File: config.mk
export PLATFORM = sky130hd
export DESIGN_NAME = alu_ctrl_flat
export DESIGN_NICKNAME = d
export VERILOG_FILES = /design/src/rtl/alu_ctrl_if.sv /design/src/rtl/alu_ctrl.sv /design/src/flat_wrapper.sv
export SDC_FILE = /design/constraint.sdc
export NUM_CORES = 1
export LEC_CHECK = 0
export CAP_MARGIN = 20
export CORE_ASPECT_RATIO = 0.5
export CORE_MARGIN = 1
export CORE_UTILIZATION = 51
export CTS_BUF_LIST = sky130_fd_sc_hd__clkbuf_2
export CTS_CLUSTER_SIZE = 8
export DETAILED_ROUTE_END_ITERATION = 10
export PLACE_DENSITY = 0.78
export SLEW_MARGIN = 0
export SYNTH_ARGS = -nofsm -noshare
export SYNTH_HDL_FRONTEND = slang
export SYNTH_SLANG_ARGS = --single-unit
File: constraint.sdc
create_clock -name clk -period 2.94 [get_ports clk]
set_input_delay 0.735 -clock clk [delete_from_list [all_inputs] [get_ports clk]]
set_output_delay 0.735 -clock clk [all_outputs]
set_load 0.01 [all_outputs]
File: src/rtl/alu_ctrl_if.sv
// alu_ctrl_if: instruction, load, debug and ALU-side signals of the
// alu_ctrl issue/write-back controller.
//   slave  : seen from the controller
//   master : seen from whatever drives the controller (and models the ALU)
interface alu_ctrl_if #(
   parameter int WIDTH = 8
);
   logic             instr_valid;
   logic             instr_ready;
   logic [2:0]       instr_op;
   logic [1:0]       instr_rd;
   logic [1:0]       instr_rs1;
   logic [1:0]       instr_rs2;
   logic             ld_valid;
   logic [1:0]       ld_addr;
   logic [WIDTH-1:0] ld_data;
   logic [1:0]       dbg_addr;
   logic [WIDTH-1:0] dbg_data;
   logic [WIDTH-1:0] alu_a;
   logic [WIDTH-1:0] alu_b;
   logic [2:0]       alu_op;
   logic [WIDTH-1:0] alu_result;
   logic             alu_cout;
   logic             done;
   logic             busy;
   logic             carry_flag;

   modport slave (
      input  instr_valid, instr_op, instr_rd, instr_rs1, instr_rs2,
      input  ld_valid, ld_addr, ld_data, dbg_addr,
      input  alu_result, alu_cout,
      output instr_ready, dbg_data, alu_a, alu_b, alu_op,
      output done, busy, carry_flag
   );

   modport master (
      output instr_valid, instr_op, instr_rd, instr_rs1, instr_rs2,
      output ld_valid, ld_addr, ld_data, dbg_addr,
      output alu_result, alu_cout,
      input  instr_ready, dbg_data, alu_a, alu_b, alu_op,
      input  done, busy, carry_flag
   );
endinterface

File: src/rtl/alu_ctrl.sv
// alu_ctrl: issue/write-back controller around a registered 8-bit ALU.
// Owns a 4-entry register file, issues one instruction every 3 cycles
// (IDLE -> EXEC -> WB) and writes the ALU result back in WB.
// Optional feature macro: ALU_CTRL_CARRY_EN (ADD carry-out flag).
//
// The ALU operand/opcode outputs are registered: they are captured from the
// register file at the accept edge. This equals reading RF[rs1]/RF[rs2]
// during EXEC because the register file cannot change while in EXEC
// (loads are only honoured in IDLE, and a load blocks acceptance).
module alu_ctrl #(
   parameter int WIDTH = 8
) (
   input logic        clk,
   input logic        reset,
   alu_ctrl_if.slave  bus
);

   typedef enum logic [1:0] {
      IDLE = 2'b00,
      EXEC = 2'b01,
      WB   = 2'b10
   } state_t;

   localparam logic [2:0] OP_ADD = 3'b100;

   state_t           state_r;
   state_t           state_s;
   logic             accept_s;
   logic             load_s;

   logic [WIDTH-1:0] rf_r [4];
   logic [2:0]       op_r;
   logic [1:0]       rd_r;

   logic [WIDTH-1:0] alu_a_r;
   logic [WIDTH-1:0] alu_b_r;
   logic [2:0]       alu_op_r;
   logic             done_r;
   logic             busy_r;

   // Next-state decode and the load/accept strobes for the IDLE state.
   always_comb begin
      state_s  = state_r;
      accept_s = 1'b0;
      load_s   = 1'b0;
      case (state_r)
         IDLE: begin
            if (bus.ld_valid) begin
               load_s  = 1'b1;
               state_s = IDLE;
            end else if (bus.instr_valid) begin
               accept_s = 1'b1;
               state_s  = EXEC;
            end else begin
               state_s = IDLE;
            end
         end
         EXEC:    state_s = WB;
         WB:      state_s = IDLE;
         default: state_s = IDLE;
      endcase
   end

   // State register.
   always_ff @(posedge clk or posedge reset) begin
      if (reset) begin
         state_r <= IDLE;
      end else begin
         state_r <= state_s;
      end
   end

   // Latched instruction fields and registered ALU-side / status outputs.
   always_ff @(posedge clk or posedge reset) begin
      if (reset) begin
         op_r     <= 3'b000;
         rd_r     <= 2'b00;
         alu_a_r  <= {WIDTH{1'b0}};
         alu_b_r  <= {WIDTH{1'b0}};
         alu_op_r <= 3'b000;
         done_r   <= 1'b0;
         busy_r   <= 1'b0;
      end else if (accept_s) begin
         op_r     <= bus.instr_op;
         rd_r     <= bus.instr_rd;
         alu_a_r  <= rf_r[bus.instr_rs1];
         alu_b_r  <= rf_r[bus.instr_rs2];
         alu_op_r <= bus.instr_op;
         done_r   <= 1'b0;
         busy_r   <= 1'b1;
      end else if (state_r == EXEC) begin
         alu_a_r  <= {WIDTH{1'b0}};
         alu_b_r  <= {WIDTH{1'b0}};
         alu_op_r <= 3'b000;
         done_r   <= 1'b1;
         busy_r   <= 1'b1;
      end else if (state_r == WB) begin
         done_r   <= 1'b0;
         busy_r   <= 1'b0;
      end else begin
         done_r   <= 1'b0;
         busy_r   <= busy_r;
      end
   end

   // Register file: direct load in IDLE wins, otherwise write-back in WB.
   always_ff @(posedge clk or posedge reset) begin
      if (reset) begin
         for (int i = 0; i < 4; i++) begin
            rf_r[i] <= {WIDTH{1'b0}};
         end
      end else if (load_s) begin
         rf_r[bus.ld_addr] <= bus.ld_data;
      end else if (state_r == WB) begin
         rf_r[rd_r] <= bus.alu_result;
      end else begin
         rf_r[rd_r] <= rf_r[rd_r];
      end
   end

`ifdef ALU_CTRL_CARRY_EN
   logic carry_r;

   // Carry flag follows the adder carry only for ADD, sampled at the end of EXEC.
   always_ff @(posedge clk or posedge reset) begin
      if (reset) begin
         carry_r <= 1'b0;
      end else if ((state_r == EXEC) && (op_r == OP_ADD)) begin
         carry_r <= bus.alu_cout;
      end else begin
         carry_r <= carry_r;
      end
   end

   assign bus.carry_flag = carry_r;
`else
   logic unused_cout;
   logic [2:0] unused_op;

   assign unused_cout    = bus.alu_cout;
   assign unused_op      = op_r ^ OP_ADD;
   assign bus.carry_flag = 1'b0;
`endif

   assign bus.instr_ready = (state_r == IDLE) && !bus.ld_valid;
   assign bus.dbg_data    = rf_r[bus.dbg_addr];
   assign bus.alu_a       = alu_a_r;
   assign bus.alu_b       = alu_b_r;
   assign bus.alu_op      = alu_op_r;
   assign bus.done        = done_r;
   assign bus.busy        = busy_r;

endmodule

File: src/flat_wrapper.sv
// flat-port wrapper written by rule: the top's interface ports become plain ports
module alu_ctrl_flat 
#(
   parameter int WIDTH = 8
)
  (clk, reset, bus_instr_valid, bus_instr_op, bus_instr_rd, bus_instr_rs1, bus_instr_rs2, bus_ld_valid, bus_ld_addr, bus_ld_data, bus_dbg_addr, bus_alu_result, bus_alu_cout, bus_instr_ready, bus_dbg_data, bus_alu_a, bus_alu_b, bus_alu_op, bus_done, bus_busy, bus_carry_flag);
  alu_ctrl_if #(.WIDTH(WIDTH)) bus_i ();
  input logic clk;
  input logic reset;
  input wire logic [$bits(bus_i.instr_valid)-1:0] bus_instr_valid;
  input wire logic [$bits(bus_i.instr_op)-1:0] bus_instr_op;
  input wire logic [$bits(bus_i.instr_rd)-1:0] bus_instr_rd;
  input wire logic [$bits(bus_i.instr_rs1)-1:0] bus_instr_rs1;
  input wire logic [$bits(bus_i.instr_rs2)-1:0] bus_instr_rs2;
  input wire logic [$bits(bus_i.ld_valid)-1:0] bus_ld_valid;
  input wire logic [$bits(bus_i.ld_addr)-1:0] bus_ld_addr;
  input wire logic [$bits(bus_i.ld_data)-1:0] bus_ld_data;
  input wire logic [$bits(bus_i.dbg_addr)-1:0] bus_dbg_addr;
  input wire logic [$bits(bus_i.alu_result)-1:0] bus_alu_result;
  input wire logic [$bits(bus_i.alu_cout)-1:0] bus_alu_cout;
  output wire logic [$bits(bus_i.instr_ready)-1:0] bus_instr_ready;
  output wire logic [$bits(bus_i.dbg_data)-1:0] bus_dbg_data;
  output wire logic [$bits(bus_i.alu_a)-1:0] bus_alu_a;
  output wire logic [$bits(bus_i.alu_b)-1:0] bus_alu_b;
  output wire logic [$bits(bus_i.alu_op)-1:0] bus_alu_op;
  output wire logic [$bits(bus_i.done)-1:0] bus_done;
  output wire logic [$bits(bus_i.busy)-1:0] bus_busy;
  output wire logic [$bits(bus_i.carry_flag)-1:0] bus_carry_flag;
  assign bus_i.instr_valid = bus_instr_valid;
  assign bus_i.instr_op = bus_instr_op;
  assign bus_i.instr_rd = bus_instr_rd;
  assign bus_i.instr_rs1 = bus_instr_rs1;
  assign bus_i.instr_rs2 = bus_instr_rs2;
  assign bus_i.ld_valid = bus_ld_valid;
  assign bus_i.ld_addr = bus_ld_addr;
  assign bus_i.ld_data = bus_ld_data;
  assign bus_i.dbg_addr = bus_dbg_addr;
  assign bus_i.alu_result = bus_alu_result;
  assign bus_i.alu_cout = bus_alu_cout;
  assign bus_instr_ready = bus_i.instr_ready;
  assign bus_dbg_data = bus_i.dbg_data;
  assign bus_alu_a = bus_i.alu_a;
  assign bus_alu_b = bus_i.alu_b;
  assign bus_alu_op = bus_i.alu_op;
  assign bus_done = bus_i.done;
  assign bus_busy = bus_i.busy;
  assign bus_carry_flag = bus_i.carry_flag;
  alu_ctrl #(.WIDTH(WIDTH)) u_core (.clk(clk), .reset(reset), .bus(bus_i));
endmodule
# Word level (Yosys, flattened, before mapping)
# Cells that the tools add are included.
[totals]
output_inout_bits = 31
latch_bits = 0
in_bits = 34
register_bits = 57
rom_bits = 0
ram_bits = 0
mem_count = 0
[classes]
n_shift = 0
n_lt_le_gt_ge = 7
bitwise_logic = 5
n_mux = 39
reduce_logical = 7
n_div = 0
mul = 0
n_eq_ne = 2
add_sub_neg = 0
[op_table]
columns = ["cell", "n"]
rows = [
  ["2-to-1 mux 8 bit", 13],
  ["bitwise mux 32 bit", 3],
  ["binary-select mux 8 bit (select 2 bit)", 4],
  ["2-to-1 mux 32 bit", 2],
  ["demux 8 bit (select 2 bit)", 2],
  ["greater-or-equal comparator 3 bit (second input constant)", 5],
  ["NOT 2 -> 3 bit", 5],
  ["2-to-1 mux 1 bit", 11],
  ["< comparator 3 x 1 -> 1 bit (second input constant)", 2],
  ["2-to-1 mux 3 bit", 2],
  ["case mux 2 bit (2 select lines)", 1],
  ["logical AND 1 bit", 3],
  ["nonzero test 3 bit", 1],
  ["equality test 2 x 1 -> 1 bit (second input constant)", 1],
  ["equality test 2 bit (second input constant)", 1],
  ["zero test 2 bit", 1],
  ["2-to-1 mux 2 bit", 1],
  ["nonzero test 2 bit", 1],
  ["zero test 1 bit", 1],
]

# Logic depth before layout (Yosys ltp)
# Gate-level depths: netlist of run 1.
[logic_depth]
depth_word = 8
ltp_mapped = 7
ltp_nobuf = 5

# Worst setup path after synthesis of run 1
# Ideal clock, no wire load.
[synth_path]
kind = "input-to-output"
from = "in bus_dbg_addr[1]"
to = "out bus_dbg_data[0]"
n_path_buf = 1
required_time_ns = 2.205
path_stages = 2
t_arrival_ns = 1.614
slack_ns = 0.591
cell_sequence = "clkbuf_1 mux4_2"
[synth_between]
elab_chain_len = 4
[synth_rtl]
columns = ["element", "line", "source"]
rows = [
  ["from (decl)", "flat_wrapper.sv:18", "input wire logic [$bits(bus_i.dbg_addr)-1:0] bus_dbg_addr;"],
  ["NOT 2 -> 3 bit (implied by the code)", "alu_ctrl.sv:146", "assign bus.dbg_data = rf_r[bus.dbg_addr];"],
  ["binary-select mux 8 bit (select 2 bit)", "alu_ctrl.sv:146", ""],
  ["2-to-1 mux 8 bit (implied by the code) (2 in a row)", "alu_ctrl.sv:146", ""],
  ["to (decl)", "flat_wrapper.sv:22", "output wire logic [$bits(bus_i.dbg_data)-1:0] bus_dbg_data;"],
]
# No other way between the ends. The select of a mux whose other input is x is not followed.

==> flow_summary_export.csv, run 1 <==
group,metric,value,unit
status,status,"completed",
critical_path,crit_slowest_cell,"clkdlybuf4s50_1",
route,dr.pass1.iters,6,
synth,syn_area_per_cell,10.50,sq um
cells_and_area,areaGrowthSynthToFinish,22.84,%
global_routing,antenna_found_initial,0,
die,design.portCount,65,
pwr,leakagePower,0.001769,uW
cts,clkTransAtPathRegs,0.27,ns
cells_and_area,fin_cells,475,
route,finalWirelength,9.061,mm
die,die_width,117.9,um
synth,yosys_warnings,0,
global_routing,grt_pass1_vias,2867,
sta,fmax,0.3644,GHz
sta,worst_pin_slew,0.9038,ns
global_routing,track_usage,27.35,%
route,ant_nets,0,
cts,cts_tree,"yes",
die,core_area,6281,sq um
synth,syn-cell-area,3425,sq um
sta,final-setup-viol-count,0,
critical_path,ff2ff_path_depth,3,
route,num_vias,2893,
sta,setup_tns,0,ns
critical_path,end_kind,"primary output",
synth,synth-seq-area-share,40.92,%
sta,drv_slew,0,
sta,slew_headroom,39.75,%
cts,cts_buffers,5,
cts,clockBufferDepth,2,
die,die-area,7067,sq um
critical_path,slowest_delay,0.54,ns
global_routing,grt_overflow,0,
critical_path,crit_type,"register to primary output",
critical_path,cp.depth,4,
global_routing,grt_pass1_wl,14.33,mm
critical_path,start_kind,"register",
route,detail_route.iter0.violations,308,
critical_path,critPathMaxFanout,9,
cts,hold_buffers,0,
cts,clock_latency,0.46,ns
synth,syn-num-nets,363,
die,fp-row-count,20,
place,place_inst,467,
place,port_buffers,62,
die,die_h,59.95,um
critical_path,crit_required,2.20,ns
cts,h-tree-depth,2,
critical_path,crit_arrival,2.01,ns
cts,numClockSinks,56,
job,max-cap-violations,0,
cells_and_area,fin_area,4207,sq um
sta,setup_ws,0.1956,ns
sta,hold_violations,0,
place,dp_hpwl,6.371,mm
worst_hold_path,worst_hold_path_type,"register to register",
global_routing,grt_max_degree,57,
route,viasPerCell,6.091,
synth,synth-seq-cells,56,
worst_hold_path,hold_depth,2,
cells_and_area,layout.nets,423,
synth,ys_types,32,
synth,syn_inst,326,
pwr,vdd_drop_max,0.2806,mV
cts,post-cts-setup-buffer-count,0,
critical_path,path_delay_family,"buffers and inverters",
sta,period_share,93.35,%
critical_path,path_cells,"inv_1 > ha_1 > nor2b_1 > clkdlybuf4s50_1",
pwr,powerDensity,765.2,nW/um^2
route,remaining_drc_errors,0,
place,gp_congestion,0.8874,
die,start_util,54.52,%
cells_and_area,final_common_cell,"dfrtp_1",
cells_and_area,antenna_cells,0,
worst_hold_path,worstHoldStart,"u_core.bus.alu_a[4]",
cells_and_area,drive_above_1_share,13.44,%
critical_path,startpoint,"u_core.bus.done",
place,post-place-ws,-0.2025,ns
sta,skew,0.02416,ns
place,place_area,4172,sq um
cells_and_area,final_cell_mix,"dfrtp_1 (56), nand2_1 (55), clkdlybuf4s50_1 (52)",
cts,cts-root-buf,"clkbuf_2",
route,wl_per_cell,19.08,um
sta,rsz0062_at_grt,"no",
sta,timing.final.crit_period,2.744,ns
critical_path,r2r_start,"u_core.rd_r[0]",
critical_path,path_buf_inv,2,
-- worst paths after layout --
path	endpoint	slack (ns)
setup / recovery	bus_instr_ready	0.20
hold / removal	u_core.bus.alu_a[4]	0.55
setup reg to reg	u_core.rf_r[2]	0.82
hold reg to reg	u_core.bus.alu_a[4]	0.55
max in group asynchronous	u_core.rf_r[24]	2.07
min in group asynchronous	u_core.bus.alu_op[0]	0.60
-- cells by family after synthesis --
logic type / Yosys count / synth area share [%]
buf+inv: 59 / 7.271
compound gates: 75 / 16.11
flops: 56 / 40.92
other cells: 1 / 0.1095
fa+ha+maj: 3 / 1.096
mux: 41 / 21.48
simple gates: 91 / 13.01
-- metal layers --
layer  GRT usage, %  share of wire (%)
met5              0                  0
met4          13.92                2.0
met3          6.298                9.4
met2          44.12                 46
met1          35.70                 43
-- sequential cells by signal, summed over array words and instances (netlist names) --
register and cells:
u_core.bus.alu_a 8, u_core.bus.alu_op 3, u_core.bus.busy 1, u_core.rf_r 32, u_core.state_r 1, u_core.rd_r 2, u_core.bus.done 1, u_core.bus.alu_b 8
-- cells in the mapped netlist (all sizes together) --
library cell  number  area, sq um
nand3              2        10.01
mux4              24        540.5
a222oi             2        20.02
and4               1        8.760
and3b              1        8.760
inv               35        131.4
nand2b            25        156.4
and4b              2        20.02
a21bo              1        10.01
o221ai            32        280.3
dfrtp             56         1401
o21bai             2        37.54
a22oi              2        15.01
clkinv             1        3.750
mux2              17        195.2
nand2             55        206.5
conb               1        3.750
and4bb             1        12.51
a21oi              1        5.000
a211o              1        8.760
buf               14        78.83
a21o               2        15.01
nor2b              3        18.77
o21ai             32        160.2
nor2               1        3.750
clkbuf             9        35.03
ha                 3        37.54
-- final cells by class --
| class | instances | area [sq um] |
|---|---|---|
| fillers | 491 | 2074 |
| multi-input cells | 211 | 1774 |
| flip-flops and latches | 56 | 1401 |
| repair buffers | 76 | 744.5 |
| inverters | 36 | 135.1 |
| well taps | 88 | 110.1 |
| clock buffers | 6 | 30.03 |
| clock inverters | 2 | 11.26 |
-- power by group --
group	total, uW	leakage, uW	switching [uW]	internal [uW]
Clock	305	0.0000266	246	59.0
Sequential	1410	0.000712	342	1070
Combinational	1500	0.00103	655	848
Total	3220	0.00177	1240	1980
-- worst min-delay path, stage by stage (launching register included) --
cell      delay (ns)
dfrtp_1         0.44
nand2b_1        0.07
o21ai_1         0.05
-- metrics by stage --
step / power, uW / hold WS [ns] / util [%]
finish: 3219 / 0.5488 / 66.97
global route: 3419 / 0.5699 / 66.97
CTS: 3207 / 0.5553 / 66.91
global placement: 2864 / 0.5195 / 66.41
detailed placement: 2949 / 0.5249 / 66.41
floorplan: 2309 / 0.5265 / -
-- what timing repair did --
action                                  CTS  global route
endpoints found under the setup margin    8             5
gates resized for setup                  10             2
cloned                                    0             0
pin swaps                                 0             0
(Power assumes the default switching activity.)
==> run 2, diff against run 1 <==
==> constraint.sdc (replaced) <==
create_clock -name clk -period 2.94 [get_ports clk]
set_input_delay 0.588 -clock clk [delete_from_list [all_inputs] [get_ports clk]]
set_output_delay 0.588 -clock clk [all_outputs]
set_load 0.01 [all_outputs]
==> flow_summary_export.csv, run 2 (synthesis results as in run 1) <==
group,metric,value,unit
critical_path,r2r_setup_slack,0.75,ns
die,fp-row-count,20,
place,gp_congestion,0.8358,
sta,period_share,97.24,%
route,wl_met3,909,um
worst_hold_path,worst_hold_path_type,"register to register",
cells_and_area,regMostFlops,"u_core.rf_r",
cells_and_area,largest_reg_flops,32,
sta,skew,0.02689,ns
critical_path,path_buf_inv,2,
worst_hold_path,hold_depth,2,
sta,drv_slew,0,
sta,fmax,0.3498,GHz
critical_path,path_cells,"clkdlybuf4s50_1 > mux4_2 > clkdlybuf4s50_1",
sta,timing.final.crit_period,2.859,ns
cells_and_area,final_cell_mix,"clkdlybuf4s50_1 (62), dfrtp_1 (56), nand2_1 (55)",
global_routing,track_usage,26.86,%
critical_path,start_kind,"input port",
critical_path,crit_slowest_cell,"clkdlybuf4s50_1",
critical_path,crit_required,2.35,ns
critical_path,r2r_start,"u_core.rd_r[0]",
global_routing,antenna_found_initial,0,
critical_path,slowest_delay,0.63,ns
sta,rsz0062_at_grt,"no",
route,finalWirelength,8.992,mm
critical_path,worst_path_most_repeated_cell,"clkdlybuf4s50_1",
cts,h-tree-depth,2,
critical_path,ff2ff_path_depth,3,
pwr,switching_share,37.09,%
critical_path,r2r_end,"u_core.rf_r[2]",
sta,slew_headroom,35.78,%
die,design.portCount,65,
cells_and_area,areaGrowthSynthToFinish,22.76,%
sta,hold_violations,0,
cts,post-cts-setup-buffer-count,0,
cells_and_area,antenna_cells,0,
critical_path,crit_type,"input port to primary output",
cells_and_area,final_common_cell,"clkdlybuf4s50_1",
route,num_vias,2867,
route,dr.pass1.iters,5,
critical_path,critPathMaxFanout,4,
place,place_area,4136,sq um
critical_path,end_kind,"primary output",
cts,post_cts_resized,0,
pwr,p_sw,1235,uW
route,drt-met1-wl,3.659,mm
die,core_area,6281,sq um
cts,cts_buffers,5,
route,detail_route.iter0.violations,262,
sta,worst_pin_slew,0.9633,ns
die,die_h,59.95,um
cts,clockBufferDepth,2,
critical_path,crit_arrival,2.27,ns
job,max-cap-violations,0,
cts,clock_latency,0.46,ns
cells_and_area,drive_above_1_share,12.76,%
cts,cts-root-buf,"clkbuf_2",
cells_and_area,fin_util,66.93,%
pwr,p_seq_share,42.2,%
die,start_util,54.52,%
status,status,"completed",
route,routed.top_layer,"met4",
cts,cts_tree,"yes",
global_routing,grt_pass1_wl,13.95,mm
cts,hold_buffers,0,
pwr,powerDensity,791.9,nW/um^2
sta,final-setup-viol-count,0,
global_routing,grt_max_degree,57,
pwr,p_int,2094,uW
route,viasPerCell,6.074,
route,remaining_drc_errors,0,
sta,setup_tns,0,ns
sta,setup_ws,0.08129,ns
cells_and_area,layout.nets,420,
global_routing,grt_pass1_vias,2683,
route,wl_per_cell,19.05,um
critical_path,path_delay_family,"buffers and inverters",
worst_hold_path,hold-path-endpoint,"u_core.bus.alu_a[4]",
place,dp_hpwl,6.284,mm
route,met2_length,4.165,mm
cells_and_area,fin_area,4204,sq um
place,post-place-ws,0.07146,ns
worst_hold_path,worstHoldStart,"u_core.bus.alu_a[4]",
pwr,leakagePower,0.001736,uW
pwr,combPwrFrac,46.0,%
pwr,vdd_drop_max,0.2553,mV
route,ant_nets,0,
die,die_width,117.9,um
place,port_buffers,62,
pwr,clkPwrFrac,11.8,%
global_routing,grt_overflow,0,
die,die-area,7067,sq um
cts,numClockSinks,56,
cts,clkTransAtPathRegs,0.26,ns
run 2: how the worst max path moves through the flow:
stage	startpoint	to	slack, ns	depth (start not counted)
after global placement	bus_dbg_addr[1]	bus_dbg_data[0]	0.08	3
after floorplan	bus_dbg_addr[1]	bus_dbg_data[0]	0.89	2
final	bus_dbg_addr[1]	bus_dbg_data[1]	0.08	3
after global routing	bus_dbg_addr[1]	bus_dbg_data[0]	0.03	3
after detailed placement	bus_dbg_addr[1]	bus_dbg_data[1]	0.07	3
after CTS	bus_dbg_addr[1]	bus_dbg_data[1]	0.07	3
run 2: worst min-delay path, delay by kind of cell, from the launching register on:
family | cells | cell delay [ns]
DFF | 1 | 0.44
and+or+nand+nor | 1 | 0.07
AOI/OAI and AO/OA | 1 | 0.05
run 2: power groups by stage:
| stage | Clock, uW | Sequential [uW] | Combinational, uW |
|---|---|---|---|
| global placement | 0 | 1380 | 1480 |
| detailed placement | 0 | 1410 | 1520 |
| finish | 392 | 1410 | 1530 |
| CTS | 401 | 1390 | 1530 |
| global route | 430 | 1460 | 1640 |
| floorplan | 0 | 1340 | 968 |
run 2: cell type report:
type / count / area, sq um
Fill cell: 472 / 2077
Multi-Input combinational cell: 211 / 1774
Sequential cell: 56 / 1401
Timing Repair Buffer: 73 / 715.7
Inverter: 36 / 135.1
Tap cell: 88 / 110.1
Clock inverter: 3 / 42.54
Clock buffer: 5 / 25.02
run 2: metal layers:
| metal | GRT usage (%) | up-vias |
|---|---|---|
| met5 | 0 | - |
| met4 | 13.19 | 0 |
| met3 | 5.821 | 31 |
| met2 | 43.53 | 160 |
| met1 | 35.28 | 1382 |
| li1 | - | 1294 |
run 2: stage by stage:
stage                     power, uW  cells  hold slack, ns
after global routing           3530    472          0.5687
after global placement         2853    464          0.5191
after floorplan                2309    326          0.5265
final                          3329    472          0.5484
after detailed placement       2935    464          0.5260
after CTS                      3319    472          0.5554
